[config.mk]
export PLATFORM = sky130hd
export DESIGN_NAME = rst_sequencer_flat
export DESIGN_NICKNAME = d
export VERILOG_FILES = /design/src/rtl/rst_sequencer_if.sv /design/src/rtl/rst_sequencer.sv /design/src/flat_wrapper.sv
export SDC_FILE = /design/constraint.sdc
export NUM_CORES = 1
export LEC_CHECK = 0
export ABC_AREA = 0
export ABC_CLOCK_PERIOD_IN_PS = 2300
export CAP_MARGIN = 0
export CORE_AREA = 4 4 59 61
export DETAILED_ROUTE_END_ITERATION = 6
export DIE_AREA = 0 0 63 65
export PLACE_DENSITY_LB_ADDON = 0.15
export SYNTH_ARGS = -nofsm -noshare
export SYNTH_HDL_FRONTEND = slang
export SYNTH_SLANG_ARGS = --single-unit
[constraint.sdc]
create_clock -name clk_i -period 2.3 [get_ports clk_i]
set_input_delay 0.23 -clock clk_i [delete_from_list [all_inputs] [get_ports clk_i]]
set_output_delay 0.23 -clock clk_i [all_outputs]
set_load 0.03 [all_outputs]
[src/rtl/rst_sequencer_if.sv]
// Control/status bundle between the reset sequencer and its environment.
interface rst_sequencer_if;
    logic       dcm_locked_i;
    logic       btn_i;
    logic       clr_i;
    logic       rst_bus_o;
    logic       rst_core_o;
    logic       ready_o;
    logic       lock_lost_o;
    logic [7:0] lock_loss_cnt_o;

    // Environment side: drives lock/button/clear, observes resets and status
    modport master (
        output dcm_locked_i, btn_i, clr_i,
        input  rst_bus_o, rst_core_o, ready_o, lock_lost_o, lock_loss_cnt_o
    );

    // Sequencer side
    modport slave (
        input  dcm_locked_i, btn_i, clr_i,
        output rst_bus_o, rst_core_o, ready_o, lock_lost_o, lock_loss_cnt_o
    );
endinterface

[src/rtl/rst_sequencer.sv]
// Bus-domain reset sequencer: waits for DCM lock, holds, releases bus reset,
// then core reset; aborts on lock loss or debounced button press.
module rst_sequencer #(
    parameter int unsigned HOLD_CYCLES     = 16,
    parameter int unsigned CORE_DELAY      = 4,
    parameter int unsigned DEBOUNCE_CYCLES = 1024
) (
    input  logic            clk_i,
    input  logic            rst_n_i,
    rst_sequencer_if.slave  bus
);

    localparam int unsigned CNT_MAX = (HOLD_CYCLES > CORE_DELAY) ? HOLD_CYCLES : CORE_DELAY;
    localparam int unsigned CNT_W   = $clog2(CNT_MAX) + 1;
    localparam int unsigned DB_W    = $clog2(DEBOUNCE_CYCLES);
    localparam logic [CNT_W-1:0] HOLD_LAST = CNT_W'(HOLD_CYCLES - 1);
    localparam logic [CNT_W-1:0] CORE_LAST = CNT_W'(CORE_DELAY - 1);
    localparam logic [DB_W-1:0]  DB_LAST   = DB_W'(DEBOUNCE_CYCLES - 1);

    typedef enum logic [1:0] {WAIT_LOCK, HOLD, BUS_UP, RUN} state_t;

    state_t           state, state_nxt;
    logic [CNT_W-1:0] cnt, cnt_nxt;
    logic [1:0]       lock_sync, btn_sync;
    logic [DB_W-1:0]  db_cnt;
    logic             locked_s, btn_s, press, abort;

    logic             rst_bus_c, rst_core_c, ready_c, lost_c;
    logic [7:0]       loss_cnt_c;
    logic             rst_bus_q, rst_core_q, ready_q, lost_q;
    logic [7:0]       loss_cnt_q;

    assign locked_s = lock_sync[1];
    assign btn_s    = btn_sync[1];
    assign press    = btn_s && (db_cnt >= DB_LAST);
    assign abort    = !locked_s || press;

    // Two-flop synchronizers for the asynchronous lock and button inputs
    always_ff @(posedge clk_i or negedge rst_n_i) begin
        if (!rst_n_i) begin
            lock_sync <= '0;
            btn_sync  <= '0;
        end else begin
            lock_sync <= {lock_sync[0], bus.dcm_locked_i};
            btn_sync  <= {btn_sync[0], bus.btn_i};
        end
    end

    // Button debounce: count consecutive high cycles, saturate at the threshold
    always_ff @(posedge clk_i or negedge rst_n_i) begin
        if (!rst_n_i) begin
            db_cnt <= '0;
        end else if (!btn_s) begin
            db_cnt <= '0;
        end else if (db_cnt != DB_LAST) begin
            db_cnt <= db_cnt + DB_W'(1);
        end
    end

    // State and phase counter registers
    always_ff @(posedge clk_i or negedge rst_n_i) begin
        if (!rst_n_i) begin
            state <= WAIT_LOCK;
            cnt   <= '0;
        end else begin
            state <= state_nxt;
            cnt   <= cnt_nxt;
        end
    end

    // Next-state and phase counter logic
    always_comb begin
        state_nxt = state;
        cnt_nxt   = cnt;
        case (state)
            WAIT_LOCK: begin
                cnt_nxt = '0;
                if (locked_s && !press) state_nxt = HOLD;
            end
            HOLD: begin
                if (abort) begin
                    state_nxt = WAIT_LOCK;
                    cnt_nxt   = '0;
                end else if (cnt == HOLD_LAST) begin
                    state_nxt = BUS_UP;
                    cnt_nxt   = '0;
                end else begin
                    cnt_nxt = cnt + CNT_W'(1);
                end
            end
            BUS_UP: begin
                if (abort) begin
                    state_nxt = WAIT_LOCK;
                    cnt_nxt   = '0;
                end else if (cnt == CORE_LAST) begin
                    state_nxt = RUN;
                    cnt_nxt   = '0;
                end else begin
                    cnt_nxt = cnt + CNT_W'(1);
                end
            end
            RUN: begin
                cnt_nxt = '0;
                if (abort) state_nxt = WAIT_LOCK;
            end
            default: begin
                state_nxt = WAIT_LOCK;
                cnt_nxt   = '0;
            end
        endcase
    end

    // Output decode from next state; lock-loss stats with clear-then-count ordering
    always_comb begin
        rst_bus_c  = 1'b1;
        rst_core_c = 1'b1;
        ready_c    = 1'b0;
        lost_c     = bus.clr_i ? 1'b0 : lost_q;
        loss_cnt_c = bus.clr_i ? 8'd0 : loss_cnt_q;
        case (state_nxt)
            BUS_UP: rst_bus_c = 1'b0;
            RUN: begin
                rst_bus_c  = 1'b0;
                rst_core_c = 1'b0;
                ready_c    = 1'b1;
            end
            default: ;
        endcase
        if ((state == RUN) && !locked_s) begin
            lost_c = 1'b1;
            if (loss_cnt_c != 8'hFF) loss_cnt_c = loss_cnt_c + 8'd1;
        end
    end

    // Registered outputs
    always_ff @(posedge clk_i or negedge rst_n_i) begin
        if (!rst_n_i) begin
            rst_bus_q  <= 1'b1;
            rst_core_q <= 1'b1;
            ready_q    <= 1'b0;
            lost_q     <= 1'b0;
            loss_cnt_q <= 8'd0;
        end else begin
            rst_bus_q  <= rst_bus_c;
            rst_core_q <= rst_core_c;
            ready_q    <= ready_c;
            lost_q     <= lost_c;
            loss_cnt_q <= loss_cnt_c;
        end
    end

    assign bus.rst_bus_o       = rst_bus_q;
    assign bus.rst_core_o      = rst_core_q;
    assign bus.ready_o         = ready_q;
    assign bus.lock_lost_o     = lost_q;
    assign bus.lock_loss_cnt_o = loss_cnt_q;

endmodule

[src/flat_wrapper.sv]
// flat-port wrapper written by rule: the top's interface ports become plain ports
module rst_sequencer_flat 
#(
    parameter int unsigned HOLD_CYCLES     = 16,
    parameter int unsigned CORE_DELAY      = 4,
    parameter int unsigned DEBOUNCE_CYCLES = 1024
)
  (clk_i, rst_n_i, bus_dcm_locked_i, bus_btn_i, bus_clr_i, bus_rst_bus_o, bus_rst_core_o, bus_ready_o, bus_lock_lost_o, bus_lock_loss_cnt_o);
  rst_sequencer_if bus_i ();
  input  logic clk_i;
  input  logic rst_n_i;
  input wire logic [$bits(bus_i.dcm_locked_i)-1:0] bus_dcm_locked_i;
  input wire logic [$bits(bus_i.btn_i)-1:0] bus_btn_i;
  input wire logic [$bits(bus_i.clr_i)-1:0] bus_clr_i;
  output wire logic [$bits(bus_i.rst_bus_o)-1:0] bus_rst_bus_o;
  output wire logic [$bits(bus_i.rst_core_o)-1:0] bus_rst_core_o;
  output wire logic [$bits(bus_i.ready_o)-1:0] bus_ready_o;
  output wire logic [$bits(bus_i.lock_lost_o)-1:0] bus_lock_lost_o;
  output wire logic [$bits(bus_i.lock_loss_cnt_o)-1:0] bus_lock_loss_cnt_o;
  assign bus_i.dcm_locked_i = bus_dcm_locked_i;
  assign bus_i.btn_i = bus_btn_i;
  assign bus_i.clr_i = bus_clr_i;
  assign bus_rst_bus_o = bus_i.rst_bus_o;
  assign bus_rst_core_o = bus_i.rst_core_o;
  assign bus_ready_o = bus_i.ready_o;
  assign bus_lock_lost_o = bus_i.lock_lost_o;
  assign bus_lock_loss_cnt_o = bus_i.lock_loss_cnt_o;
  rst_sequencer #(.HOLD_CYCLES(HOLD_CYCLES), .CORE_DELAY(CORE_DELAY), .DEBOUNCE_CYCLES(DEBOUNCE_CYCLES)) u_core (.clk_i(clk_i), .rst_n_i(rst_n_i), .bus(bus_i));
endmodule
# Yosys cells after proc, flatten, opt, wreduce, memory -nomap -nowiden
# Cells that the tools add are included.
# word_totals
reg_bits,33
inputBits,5
output_inout_bits,12
word_cells,56
# op_classes
n_addsub,3
magnitude_cmp,1
n_eq_ne,10
n_mux,22
reduce_logical,10
# ops
op,count
8-bit two-way mux,3
10-bit two-way mux,2
5-bit two-way mux,4
5-bit case mux with 3 select lines,1
2-bit two-way mux,6
10-bit by 1-bit adder with 10-bit output (second input constant),1
10-bit greater-or-equal comparator (second input constant),1
10-bit inequality test (second input constant),1
8-bit by 1-bit adder with 8-bit output (second input constant),1
2-bit equality test (second input constant),4
8-bit inequality test (second input constant),1
2-bit case mux with 4 select lines,1
5-bit by 1-bit adder with 5-bit output (second input constant),1
5-bit by 2-bit equality test with 1-bit output (second input constant),1
5-bit by 4-bit equality test with 1-bit output (second input constant),1
1-bit two-way mux,5
2-bit OR reduction,2
1-bit logical AND,3
2-bit by 1-bit equality test with 1-bit output (second input constant),1
1-bit logical NOT,2
2-bit logical NOT,1
2-bit inequality test (second input constant),1
2-bit nonzero test,1
1-bit logical OR,1

# Logic depth before layout (Yosys ltp)
# Gate-level depths: netlist of the first run.
# depth
ltp_word,9
ltp_mapped,7
ltp_nobuf,7

# Worst setup path before layout of the first run
# OpenSTA, ideal clock, no wires.
# synth_path
path_kind,register -> register
start,register u_core.loss_cnt_q[0] (netlist: u_core.bus.lock_loss_cnt_o[0])
end,register u_core.loss_cnt_q[1] (netlist: u_core.bus.lock_loss_cnt_o[1])
setup_ns,0.125
arrival_ns,1.859
t_required_ns,2.175
setup_slack_ns,0.317
stages_incl_launch_ff,7
path_buffers,0
synth_period_minus_slack_ns,1.983
path_cell_list,dfrtp_1 -> nor2b_1 -> ha_1 -> nand4_1 -> or2_0 -> o21ai_2 -> mux2_2
# synth_between
elab_chain_cells,4
word_cells_on_any_way,5
cone_classes,add/sub (1); eq/ne (1); mux (3)
# synth_rtl
element,line,source
"start, declared",rst_sequencer.sv:31,logic [7:0] loss_cnt_q;
"start signal, assigned",rst_sequencer.sv:148,loss_cnt_q <= loss_cnt_c;
8-bit two-way mux *,rst_sequencer.sv:119,loss_cnt_c = bus.clr_i ? 8'd0 : loss_cnt_q;
8-bit by 1-bit adder with 8-bit output / 8-bit inequality test (equally long branches),rst_sequencer.sv:131,if (loss_cnt_c != 8'hFF) loss_cnt_c = loss_cnt_c + 8'd1;
8-bit two-way mux *,rst_sequencer.sv:131,
8-bit two-way mux *,rst_sequencer.sv:129,if ((state == RUN) && !locked_s) begin
net u_core.loss_cnt_c[1],rst_sequencer.sv:29,logic [7:0] loss_cnt_c;
# The timed path passes the listed nets; every way through them passes the cells marked *.
# A chain may end at the register's enable or synchronous reset.

# Final worst setup path of the first run
# Ends and elaborated chain as after synthesis.

==> results.tsv, run 1 <==
metric	value	unit
status	complete, no violations	
pin_count	17	
setup_viol	0	
syn_inst	147	
synth-seq-cells	33	
hpwlAfterDp	2.19	mm
fin_util	62.4	%
grt_pass1_wl	5.48	mm
drt_pass1_iterations	4	
maxSlewViolCount	0	
critPathLaunchType	flip-flop	
cts_buffer_depth	2	
nFillCells	241	
period_share	78.9	%
cts_resized	0	
finalWirelength	3.09	mm
worst_pin_slew	0.526	ns
critical_path_arrival	2.05	ns
clk_pin_slew	0.11	ns
cts_tree	yes	
clock_sinks	33	
critical_path_class	flip-flop to flip-flop	
synth-main-ff-cell	dfrtp_1	
area_growth	18.5	%
timing.fmax	551	MHz
cp.required	2.54	ns
irDropWorstVdd	0.550	mV
core	2980	µm²
synth.most_common_cell	dfrtp_1	
synthDistinctLibCells	46	
cts_buffers	5	
yosysSeqAreaShare	52.9	%
total_power	1.11	mW
drc	0	
cts-hold-fix-buffers	0	
hold_ws	0.275	ns
cts_root_buffer	clkbuf_4	
vias	1209	
io_buffers	16	
timing.rr.end	u_core.bus.lock_loss_cnt_o[1]	
min_period	1.82	ns
grt_pass1_vias	1239	
yosys-top-cells-count	dfrtp_1, nor2_1, inv_1, nand3_1	
dieArea	4100	µm²
worstHoldPathType	input port to async pin	
max-cap-violations	0	
hold_viol	0	
drtIter0Drc	42	
cp-end-kind	flip-flop	
routed_via_density	5.93	
reg2reg_slack	0.48	ns
htree_levels	2	
postCtsSetupBuffers	0	
post_drt_wl_per_cell	15.2	µm
nets	180	
die_h	65	µm
syn_avg_cell_area	10.7	µm²
grtUsageTotal	17.2	%
rsz0062_at_grt	false	
grt_antenna_before_repair	0	
reg2reg_depth	6	
final_cell_count_no_fill	204	
start_util	52.6	%
place.gp.congestion	0.834	
grt_max_degree	34	
synth-edff-count	0	
yosys_warnings	0	
synth-async-reset-ratio	100	%
grt-ovfl-total	0	
ant_nets	0	
r2r_start	u_core.bus.lock_loss_cnt_o[0]	
synth_area_leader_cell	dfrtp_1	
die_x	63	µm
diodes	0	
cp_max_fo	3	
final.setup_skew	0.00662	ns
synth_top_area_share	49.5	%
syn_nets	157	
cellPowerDensity	599	nW/µm²
place_inst	196	
fp-row-count	20	
drive_above_1_share	13.5	%
slew_headroom	64.6	%
synth_area_leaders	dfrtp_1, ha_1, nor2_1	
syn_area	1570	µm²
tns	0	ns
cellLeakagePower	0.774	nW
clock_latency	0.34	ns
-- state kept, by name, indices dropped and copies added (netlist names) --
register,count
u_core.lock_sync,2
u_core.bus.lock_lost_o,1
u_core.state,2
u_core.bus.lock_loss_cnt_o,8
u_core.bus.rst_bus_o,1
u_core.bus.ready_o,1
u_core.cnt,5
u_core.bus.rst_core_o,1
u_core.db_cnt,10
u_core.btn_sync,2
-- worst max path at each step --
stage / from / end / slack [ns] / cells past startpoint
2_1_floorplan: u_core.bus.lock_loss_cnt_o[0] / u_core.bus.lock_loss_cnt_o[1] / 0.32 / 6
3_3_place_gp: bus_clr_i / u_core.bus.lock_loss_cnt_o[1] / 0.27 / 7
3_5_place_dp: bus_clr_i / u_core.bus.lock_loss_cnt_o[1] / 0.18 / 7
4_1_cts: u_core.bus.lock_loss_cnt_o[0] / u_core.bus.lock_loss_cnt_o[1] / 0.48 / 6
5_1_grt: u_core.db_cnt[0] / u_core.cnt[3] / 0.34 / 5
6_report: u_core.bus.lock_loss_cnt_o[0] / u_core.bus.lock_loss_cnt_o[1] / 0.48 / 6
-- layer usage --
layer	track usage (%)	wire, µm	up-vias	share of wire, %
met1	21.2	1440	600	46
met4	12.1	73	0	2.4
met2	26.5	1470	19	48
li1	-	-	583	-
met3	4.16	108	7	3.5
met5	0	0	-	0
-- cells in the final DEF, fill, tap and decap left out, types with 2 or more instances in the layout --
master / instances
clkbuf_4: 5
a31oi_1: 5
nor2b_1: 5
xnor2_1: 3
nor2_1: 16
nor3b_1: 2
inv_1: 7
xor2_1: 2
nor4b_1: 2
dfrtp_1: 31
a41oi_1: 2
nor3_1: 6
or3_1: 2
nand4_1: 2
o21ai_0: 6
ha_1: 5
nand2_1: 5
or2_0: 2
a21oi_1: 6
and4_1: 3
dfstp_2: 2
buf_4: 3
nand3_1: 7
clkdlybuf4s50_1: 16
a211oi_1: 2
-- cell families after synthesis --
group / synth area share [%]
adders and majority gates: 3.99
AOI/OAI and AO/OA: 13.4
muxes: 1.36
xor gates and xnor gates: 2.80
and+or+nand+nor: 22.2
DFF: 52.9
buffers and inverters: 3.35
-- metrics by stage --
| step | cell area (µm²) | setup WS, ns |
|---|---|---|
| after floorplan | 1570 | 0.317 |
| after global placement | 1770 | 0.270 |
| after detailed placement | 1770 | 0.178 |
| after CTS | 1860 | 0.476 |
| after global routing | 1860 | 0.344 |
| final | 1860 | 0.484 |
-- power breakdown --
| part | leakage (nW) | switching [mW] | internal, mW |
|---|---|---|---|
| registers | 0.439 | 0.0111 | 0.590 |
| clock network | 0.0445 | 0.208 | 0.258 |
| logic | 0.291 | 0.0263 | 0.0177 |
-- final cells by class --
cell class / instances / area, µm² / area share (%)
tap: 33 / 41.3 / 2.22
timing repair buffer: 19 / 183 / 9.84
clock inverter: 2 / 37.5 / 2.02
sequential: 33 / 828 / 44.6
clock buffer: 6 / 51.3 / 2.76
inverter: 8 / 30.0 / 1.62
multi-input combinational: 103 / 686 / 36.9
-- worst max-delay path: stages (launching register included) --
cell	delay (ns)
dfrtp_1	0.38
nor2b_1	0.21
ha_1	0.20
nand4_1	0.11
or2_0	0.27
o21ai_2	0.18
mux2_2	0.36
Power figures use the tool's default switching activity.
==> run 2, diff against run 1 <==
ABC_CLOCK_PERIOD_IN_PS = 1700   (was 2300)
clock period = 1.7 ns   (was 2.3 ns; I/O delays follow)
==> results.tsv, run 2 (synthesized netlist as in run 1, its figures left out) <==
metric	value	unit
grt_pass1_vias	1346	
drive_above_1_share	22.7	%
period_share	98.5	%
seqPwrFrac	55.5	%
slew_headroom	62.0	%
fp-row-count	20	
fin_util	67.5	%
worst_pin_slew	0.567	ns
die_x	63	µm
cts_buffer_depth	2	
max-cap-violations	0	
grt_antenna_before_repair	0	
routed_via_density	5.84	
cp-end-kind	flip-flop	
maxSlewViolCount	0	
top_layer_used	met4	
min_period	1.67	ns
critical_path_arrival	1.90	ns
grtUsageTotal	18.2	%
switching_share	22.1	%
pin_count	17	
grt_pass1_wl	5.84	mm
place.gp.congestion	0.838	
hpwlAfterDp	2.20	mm
cts_tree	yes	
dieArea	4100	µm²
final.setup_skew	0.00792	ns
area_growth	28.4	%
wl_met3	143	µm
irDropWorstVdd	0.515	mV
p_int	1.14	mW
fin_area	2010	µm²
cts-hold-fix-buffers	0	
clk_pin_slew	0.11	ns
core	2980	µm²
largest_reg_flops	10	
layout_commonest_cell	dfrtp_1	
post_drt_wl_per_cell	14.5	µm
hold_viol	0	
clkPwrFrac	39.4	%
start_util	52.6	%
clock_latency	0.34	ns
drtIter0Drc	56	
critical_path_class	flip-flop to flip-flop	
top_register	u_core.db_cnt	
vias	1274	
die_h	65	µm
critPathLaunchType	flip-flop	
cellPowerDensity	728	nW/µm²
wl_met1	1.45	mm
drt_pass1_iterations	4	
cts_buffers	5	
grt_max_degree	24	
setup_viol	0	
status	complete, no violations	
routed-wl-met2	1.52	mm
p_comb_share	5.1	%
cellLeakagePower	0.899	nW
post_dp_cell_area	1880	µm²
ant_nets	0	
diodes	0	
timing.fmax	597	MHz
cp.required	1.92	ns
grt-ovfl-total	0	
nets	194	
hold_ws	0.186	ns
power.switching	323	µW
drc	0	
worstHoldPathType	input port to async pin	
clock_sinks	33	
rsz0062_at_grt	true	
finalWirelength	3.16	mm
htree_levels	2	
cts_root_buffer	clkbuf_4	
cp_max_fo	2	
final_cell_mix	dfrtp_1, nor2_1, buf_4	
io_buffers	16	
## run 2: changes by cell type in the layout (fill, tap and decap cells not counted), moves of 2 or more
cell             delta
dlygate4sd2_1       +5
dfrtp_2             +2
dlymetal6s2s_1      +2
nor2b_1             -2
clkdlybuf4s50_1     -7
dfrtp_1             -2
nor2b_4             +2
buf_4              +13
## run 2: what timing repair did
| action | CTS | global route |
|---|---|---|
| buffers inserted | 0 | 5 |
| pin swaps | 0 | 3 |
| setup endpoints to repair | 5 | 8 |
| gates resized for setup | 5 | 5 |
## run 2: stage by stage
stage | TNS, ns | worst slack [ns] | power (mW) | cells
global route | -0.0873 | -0.0831 | 1.53 | 218
floorplan | -0.0728 | -0.0728 | 0.853 | 147
global placement | -0.680 | -0.266 | 0.898 | 205
detailed placement | -0.950 | -0.319 | 0.902 | 205
CTS | 0 | 0.0116 | 1.48 | 213
finish | 0 | 0.0263 | 1.46 | 218
## run 2: cell type report
type | count | area, µm²
clock buffer | 6 | 41.3
clock inverter | 2 | 35.0
fill | 228 | 967
inverter | 8 | 30.0
multi-input combinational | 103 | 733
sequential | 33 | 831
tap | 33 | 41.3
timing repair buffer | 33 | 299
## run 2: power by group through the flow
stage | registers (mW) | logic [mW] | clock network (mW)
4_1_cts | 0.812 | 0.0752 | 0.595
5_1_grt | 0.816 | 0.0846 | 0.633
3_5_place_dp | 0.827 | 0.0751 | 0
6_report | 0.812 | 0.0747 | 0.577
2_1_floorplan | 0.824 | 0.0286 | 0
3_3_place_gp | 0.826 | 0.0717 | 0
## run 2: path summary, 6_finish.rpt
check / depth (start not counted) / slack, ns / end / from
hold / removal: 1 / 0.19 / u_core.bus.ready_o / rst_n_i
setup / recovery: 6 / 0.03 / u_core.bus.lock_loss_cnt_o[1] / u_core.bus.lock_loss_cnt_o[0]
min in group clk_i: 1 / 0.27 / u_core.lock_sync[0] / bus_dcm_locked_i
max in group asynchronous: 2 / 0.98 / u_core.bus.lock_loss_cnt_o[1] / rst_n_i
setup reg to reg: 6 / 0.03 / u_core.bus.lock_loss_cnt_o[1] / u_core.bus.lock_loss_cnt_o[0]
hold reg to reg: 0 / 0.36 / u_core.btn_sync[1] / u_core.btn_sync[0]
## run 2: metal layers
layer | up-vias | GRT usage, %
met5 | - | 0
met4 | 0 | 7.71
met3 | 5 | 5.55
met2 | 29 | 31.4
met1 | 624 | 21.1
li1 | 616 | -
## run 2: worst max-delay path, cell delays in order, from the launching register on
cell	delay [ns]
dfrtp_2	0.38
nor2b_4	0.17
ha_4	0.14
nand4_1	0.10
or2_1	0.28
o21ai_2	0.19
mux2_4	0.31
